==> src/rtl/odd_parity_scheduler_if.sv <==
// Request, shared-checker, response and error-counter signals of odd_parity_scheduler.
// The slave modport is the scheduler; the master modport is the requester/consumer side.
interface odd_parity_scheduler_if #(
   parameter int NUM_REQ = 4,
   parameter int DATA_W  = 16,
   parameter int CNT_W   = 16
);
   localparam int ID_W = (NUM_REQ > 1) ? $clog2(NUM_REQ) : 1;

   logic [NUM_REQ-1:0]        req_valid;
   logic [NUM_REQ*DATA_W-1:0] req_data;
   logic [NUM_REQ-1:0]        req_ready;
   logic [DATA_W-1:0]         chk_data;
   logic                      chk_parity;
   logic                      rsp_valid;
   logic                      rsp_ready;
   logic [ID_W-1:0]           rsp_id;
   logic [DATA_W-1:0]         rsp_data;
   logic                      rsp_ok;
   logic                      clr_count;
   logic [CNT_W-1:0]          err_count;

   modport master (
      output req_valid, req_data, chk_parity, rsp_ready, clr_count,
      input  req_ready, chk_data, rsp_valid, rsp_id, rsp_data, rsp_ok, err_count
   );

   modport slave (
      input  req_valid, req_data, chk_parity, rsp_ready, clr_count,
      output req_ready, chk_data, rsp_valid, rsp_id, rsp_data, rsp_ok, err_count
   );
endinterface

==> src/rtl/odd_parity_scheduler.sv <==
// Round-robin scheduler sharing one external odd-parity checker among NUM_REQ requesters,
// returning each result over a valid/ready port and counting parity failures (saturating).
module odd_parity_scheduler #(
   parameter int NUM_REQ = 4,
   parameter int DATA_W  = 16,
   parameter int CNT_W   = 16
) (
   input  logic                  clk,
   input  logic                  rst_n,
   odd_parity_scheduler_if.slave bus
);
   localparam int ID_W = (NUM_REQ > 1) ? $clog2(NUM_REQ) : 1;

   localparam logic [1:0] IDLE  = 2'd0;
   localparam logic [1:0] CHECK = 2'd1;
   localparam logic [1:0] RESP  = 2'd2;

   localparam logic [CNT_W-1:0] CNT_MAX = {CNT_W{1'b1}};
   localparam logic [ID_W-1:0]  LAST_ID = ID_W'(NUM_REQ - 1);

   logic [1:0]        state_q, state_d;
   logic [ID_W-1:0]   lastGrant_q, lastGrant_d;
   logic [ID_W-1:0]   holdId_q, holdId_d;
   logic [DATA_W-1:0] chkData_q, chkData_d;
   logic              rspValid_q, rspValid_d;
   logic [ID_W-1:0]   rspId_q, rspId_d;
   logic [DATA_W-1:0] rspData_q, rspData_d;
   logic              rspOk_q, rspOk_d;
   logic [CNT_W-1:0]  errCount_q, errCount_d;

   logic              grantFound;
   logic [ID_W-1:0]   grantId;
   logic [ID_W-1:0]   candId;
   logic [DATA_W-1:0] grantData;
   logic [NUM_REQ-1:0] reqReady;

   // Search upward from the requester after the last grant, wrapping modulo NUM_REQ.
   always_comb begin
      grantFound = 1'b0;
      grantId    = '0;
      candId     = '0;
      for (int k = 1; k <= NUM_REQ; k++) begin
         candId = ID_W'((int'(lastGrant_q) + k) % NUM_REQ);
         if (!grantFound && bus.req_valid[candId]) begin
            grantFound = 1'b1;
            grantId    = candId;
         end
      end
   end

   assign grantData = bus.req_data[int'(grantId)*DATA_W +: DATA_W];

   always_comb begin
      reqReady = '0;
      if (state_q == IDLE && grantFound) begin
         reqReady[grantId] = 1'b1;
      end
   end

   always_comb begin
      state_d     = state_q;
      lastGrant_d = lastGrant_q;
      holdId_d    = holdId_q;
      chkData_d   = chkData_q;
      rspValid_d  = rspValid_q;
      rspId_d     = rspId_q;
      rspData_d   = rspData_q;
      rspOk_d     = rspOk_q;
      errCount_d  = errCount_q;

      case (state_q)
         IDLE: begin
            if (grantFound) begin
               chkData_d   = grantData;
               holdId_d    = grantId;
               lastGrant_d = grantId;
               state_d     = CHECK;
            end
         end
         CHECK: begin
            rspOk_d    = bus.chk_parity;
            rspData_d  = chkData_q;
            rspId_d    = holdId_q;
            rspValid_d = 1'b1;
            state_d    = RESP;
         end
         RESP: begin
            if (bus.rsp_ready) begin
               rspValid_d = 1'b0;
               state_d    = IDLE;
            end
         end
         default: state_d = IDLE;
      endcase

      // A clear on the same edge as an increment wins and drops that error.
      if (bus.clr_count) begin
         errCount_d = '0;
      end else if (state_q == CHECK && !bus.chk_parity && errCount_q != CNT_MAX) begin
         errCount_d = errCount_q + CNT_W'(1);
      end
   end

   always_ff @(posedge clk or negedge rst_n) begin
      if (!rst_n) begin
         state_q     <= IDLE;
         lastGrant_q <= LAST_ID;
         holdId_q    <= '0;
         chkData_q   <= '0;
         rspValid_q  <= 1'b0;
         rspId_q     <= '0;
         rspData_q   <= '0;
         rspOk_q     <= 1'b0;
         errCount_q  <= '0;
      end else begin
         state_q     <= state_d;
         lastGrant_q <= lastGrant_d;
         holdId_q    <= holdId_d;
         chkData_q   <= chkData_d;
         rspValid_q  <= rspValid_d;
         rspId_q     <= rspId_d;
         rspData_q   <= rspData_d;
         rspOk_q     <= rspOk_d;
         errCount_q  <= errCount_d;
      end
   end

   assign bus.req_ready = reqReady;
   assign bus.chk_data  = chkData_q;
   assign bus.rsp_valid = rspValid_q;
   assign bus.rsp_id    = rspId_q;
   assign bus.rsp_data  = rspData_q;
   assign bus.rsp_ok    = rspOk_q;
   assign bus.err_count = errCount_q;
endmodule

==> src/flat_wrapper.sv <==
// flat-port wrapper written by rule: the top's interface ports become plain ports
module odd_parity_scheduler_flat 
#(
   parameter int NUM_REQ = 4,
   parameter int DATA_W  = 16,
   parameter int CNT_W   = 16
)
  (clk, rst_n, bus_req_valid, bus_req_data, bus_chk_parity, bus_rsp_ready, bus_clr_count, bus_req_ready, bus_chk_data, bus_rsp_valid, bus_rsp_id, bus_rsp_data, bus_rsp_ok, bus_err_count);
  odd_parity_scheduler_if #(.NUM_REQ(NUM_REQ), .DATA_W(DATA_W), .CNT_W(CNT_W)) bus_i ();
  input  logic clk;
  input  logic rst_n;
  input wire logic [$bits(bus_i.req_valid)-1:0] bus_req_valid;
  input wire logic [$bits(bus_i.req_data)-1:0] bus_req_data;
  input wire logic [$bits(bus_i.chk_parity)-1:0] bus_chk_parity;
  input wire logic [$bits(bus_i.rsp_ready)-1:0] bus_rsp_ready;
  input wire logic [$bits(bus_i.clr_count)-1:0] bus_clr_count;
  output wire logic [$bits(bus_i.req_ready)-1:0] bus_req_ready;
  output wire logic [$bits(bus_i.chk_data)-1:0] bus_chk_data;
  output wire logic [$bits(bus_i.rsp_valid)-1:0] bus_rsp_valid;
  output wire logic [$bits(bus_i.rsp_id)-1:0] bus_rsp_id;
  output wire logic [$bits(bus_i.rsp_data)-1:0] bus_rsp_data;
  output wire logic [$bits(bus_i.rsp_ok)-1:0] bus_rsp_ok;
  output wire logic [$bits(bus_i.err_count)-1:0] bus_err_count;
  assign bus_i.req_valid = bus_req_valid;
  assign bus_i.req_data = bus_req_data;
  assign bus_i.chk_parity = bus_chk_parity;
  assign bus_i.rsp_ready = bus_rsp_ready;
  assign bus_i.clr_count = bus_clr_count;
  assign bus_req_ready = bus_i.req_ready;
  assign bus_chk_data = bus_i.chk_data;
  assign bus_rsp_valid = bus_i.rsp_valid;
  assign bus_rsp_id = bus_i.rsp_id;
  assign bus_rsp_data = bus_i.rsp_data;
  assign bus_rsp_ok = bus_i.rsp_ok;
  assign bus_err_count = bus_i.err_count;
  odd_parity_scheduler #(.NUM_REQ(NUM_REQ), .DATA_W(DATA_W), .CNT_W(CNT_W)) u_core (.clk(clk), .rst_n(rst_n), .bus(bus_i));
endmodule
==> config.mk <==
export PLATFORM = sky130hd
export DESIGN_NAME = odd_parity_scheduler_flat
export DESIGN_NICKNAME = d
export VERILOG_FILES = /design/src/rtl/odd_parity_scheduler_if.sv /design/src/rtl/odd_parity_scheduler.sv /design/src/flat_wrapper.sv
export SDC_FILE = /design/constraint.sdc
export NUM_CORES = 1
export LEC_CHECK = 0
export ABC_AREA = 1
export BUFFER_PORTS_ARGS = -buffer_cell sky130_fd_sc_hd__clkbuf_2
export CORE_ASPECT_RATIO = 0.7
export CORE_MARGIN = 2
export CORE_UTILIZATION = 38
export DETAILED_ROUTE_END_ITERATION = 16
export PLACE_DENSITY_LB_ADDON = 0.25
export RECOVER_POWER = 100
export SYNTH_ARGS = -nofsm -noshare
export SYNTH_HDL_FRONTEND = slang
export SYNTH_SLANG_ARGS = --single-unit
==> constraint.sdc <==
create_clock -name clk -period 2.49 [get_ports clk]
set_clock_uncertainty 0.15 [all_clocks]
set_input_delay 0.1245 -clock clk [delete_from_list [all_inputs] [get_ports clk]]
set_output_delay 0.1245 -clock clk [all_outputs]
set_load 0.02 [all_outputs]
==> results.cfg <==
[status]
outcome = complete, but fails checks
violations = capacitance limit, setup timing

[logic_synthesis]
ys_warn_count = 0
synth_top_family_by_area = simple AND/OR/NAND/NOR gates
syn_area_um2 = 3390
synth_compound_area_share_pct = 4.688
syn_nets = 535
synth_flop_cell = dfrtp_1
async_reset_ff_share_pct = 100.0
synth_area_leader_cell = dfrtp_1
syn_avg_cell_area_um2 = 7.352
synth_top_area_share_pct = 41.34
synthMuxAreaShare_pct = 0
synth_area_leaders = dfrtp_1 (41%), nand2_1 (18%), nand3_1 (16%)
syn_inst = 461
synthSimpleGateAreaFrac_pct = 42.78
synthAdderAreaFrac_pct = 0.3691
ys_seq_elements = 58
synthXorXnorAreaFrac_pct = 1.809
synth.distinct_cells = 30
synth_seq_area_share_pct = 42.89
synth_commonest_cells = nand2_1 (164), nand3_1 (108), dfrtp_1 (56), nor2_1 (22), inv_1 (20)
synth-edff-count = 0
synth.most_common_cell = nand2_1

[worst_setup_path]
worst_setup_path_start_kind = flop
crit_fanout = 8
max_stage_delay_ns = 0.61
cp_cell_sequence = clkinv_4 -> nand2_4 -> nand3_4 -> nand2_4 -> inv_4 -> nor2_4 -> nand3_4 -> nand2_4 -> inv_8 -> nand2_4 -> nor2_2 -> buf_4
reg2reg_depth = 13
cpMaxStageDelayCell = dfstp_2
end_kind = primary output
r2r_start = u_core.lastGrant_q[0]$_DFFE_PN1P_
timing.rr.end = u_core.bus.chk_data[0]$_DFFE_PN0P_
worstPathArrival_ns = 2.26
path_class = flop to primary output
ff2ff_setup_slack_ns = 0.02
crit_path_frequent_cell = nand2_4
crit_required_ns = 2.22

[placement]
io_buffers = 128
place_area_um2 = 4091
gp_congestion = 0.9497
dp_hpwl_um = 7916

[pwr]
total_power_mw = 7.972
irDropWorstVdd_mv = 0.7984
cellPowerDensity_nw_per_um2 = 1621
p_leak_nw = 2.424

[sta]
timing.hold.ws_ns = 0.0005894
tightest_slew_ns = 1.488
slew_headroom_pct = 0.8218
slew_violations = 0
min_period_over_period_pct = 101.7
fin_tns_setup_ns = -0.1396
fmax_mhz = 395.0
finalSetupViolations = 4
hold_viol = 0
grt_setup_unrepaired = yes
post-route-min-period_ns = 2.532
setup_slack_ns = -0.04184

[grt]
antenna_found_initial = 0
grt_pass1_wl_um = 17800
grt_pass1_vias = 3599
track_usage_pct = 23.50
grt_max_degree = 59
grt-ovfl-total = 0

[floorplan]
die-area_um2 = 9703
io_pins = 129
chipWidth_um = 116.9
core-area_um2 = 8548
start_util_pct = 39.65
die_h_um = 83.02
placementRows = 28

[route]
routedWlPerCell_um = 15.96
first_pass_iters = 5
drc = 0
drtIter0Drc = 346
via_count = 3923
via_per_inst = 5.182
drt_wl_total_um = 12090
postRouteAntennaNets = 0

[clocking]
cts_tree = built
cts_root_buffer = clkbuf_16
clk_latency_ns = 0.33
cts_buffers = 9
cts_num_sinks = 58
clockBufferDepth = 2
clkTransAtPathRegs_ns = 0.05
htree_levels = 3

[job]
drv_cap = 1

[final_layout]
syn2layout_area_growth_pct = 45.11
fin_nets = 707
antenna-diode-count = 0
fin_util_pct = 57.54
drive_above_1_share_pct = 26.84
design_area_um2 = 4918

[worst_hold_path]
holdCritPathClass = input port to flop
holdPathStages = 5
hold_start = bus_req_data[38]
min_to = u_core.bus.chk_data[6]$_DFFE_PN0P_
-- flip-flops by register name, summed over array words and instances, names as in the netlist --
| register | count |
|---|---|
| u_core.bus.rsp_valid | 1 |
| u_core.bus.rsp_ok | 1 |
| u_core.state_q | 2 |
| u_core.lastGrant_q | 2 |
| u_core.holdId_q | 2 |
| u_core.bus.rsp_data | 16 |
| u_core.bus.err_count | 16 |
| u_core.bus.chk_data | 16 |
| u_core.bus.rsp_id | 2 |
-- cell usage in the layout (no fill, tap or decap), drive strengths merged, types with 2 or more instances in the layout --
cell,instances
nand2,174
nor4,2
buf,32
nand3,110
dfrtp,56
dlygate4sd3,23
nor3,5
o31ai,3
nand4,5
dfstp,2
inv,24
nor2,25
clkbuf,140
clkinv,2
xor2,6
o21ai,20
a21oi,5
-- worst max path at each step --
| stage | to | slack, ns | start |
|---|---|---|---|
| 4_1_cts | bus_req_ready[2] | -0.0002 | u_core.lastGrant_q[0]$_DFFE_PN1P_ |
| 2_1_floorplan | bus_req_ready[3] | 0.35 | u_core.lastGrant_q[0]$_DFFE_PN1P_ |
| 6_report | bus_req_ready[2] | -0.04 | u_core.lastGrant_q[0]$_DFFE_PN1P_ |
| 5_1_grt | bus_req_ready[1] | -0.12 | u_core.lastGrant_q[1]$_DFFE_PN1P_ |
| 3_5_place_dp | bus_req_ready[0] | 0.15 | u_core.lastGrant_q[0]$_DFFE_PN1P_ |
| 3_3_place_gp | u_core.bus.chk_data[5]$_DFFE_PN0P_ | 0.27 | u_core.lastGrant_q[0]$_DFFE_PN1P_ |
-- per-layer routing --
metal	global-route usage, %	share of wire [%]	up-vias	routed length (um)
met4	6.096	3.6	0	438
li1	-	-	1864	-
met3	6.569	8.6	46	1044
met1	32.78	43	1798	5251
met5	0	0	-	0
met2	35.89	44	215	5351
-- timing repair --
item	4_1_cts	5_1_grt
hold buffers	23	0
resized for setup	5	53
buffers inserted	4	18
setup endpoints to repair	4	18
endpoints found under the hold margin	75	0
cloned	1	0
pin swaps	3	18
-- cell families (layout without fill, tap and decap cells) --
kind of cell               after synthesis  count (layout)
and+or+nand+nor                        320             321
AOI/OAI and AO/OA                       28              28
buffers and inverters                   47             222
xor gates and xnor gates                 7               7
DFF                                     58              58
adders and majority gates                1               1
-- stage by stage --
| step | instances | setup slack [ns] |
|---|---|---|
| after floorplan | 461 | 0.3465 |
| after global placement | 696 | 0.2736 |
| after detailed placement | 696 | 0.1525 |
| after CTS | 739 | -0.0001850 |
| after global routing | 757 | -0.1242 |
| final | 757 | -0.04184 |
-- worst max-delay path, delay by kind of cell (launching register included) --
kind	cells	cell delay, ns
flops	1	0.61
simple gates	8	0.93
buf+inv	4	0.38
-- where the power goes --
group	internal (mW)	switching [mW]	leakage (nW)
registers	1.32	0.305	0.738
logic	1.79	3.30	1.53
clock network	0.847	0.406	0.152
-- cell type report --
class | instances | area [um2]
well taps | 120 | 150.1
multi-input cells | 357 | 1843
flip-flops and latches | 58 | 1454
clock buffers | 13 | 270.3
repair buffers | 182 | 1057
fillers | 801 | 3630
clock inverters | 2 | 35.03
inverters | 25 | 108.9
(Power assumes the default switching activity.)
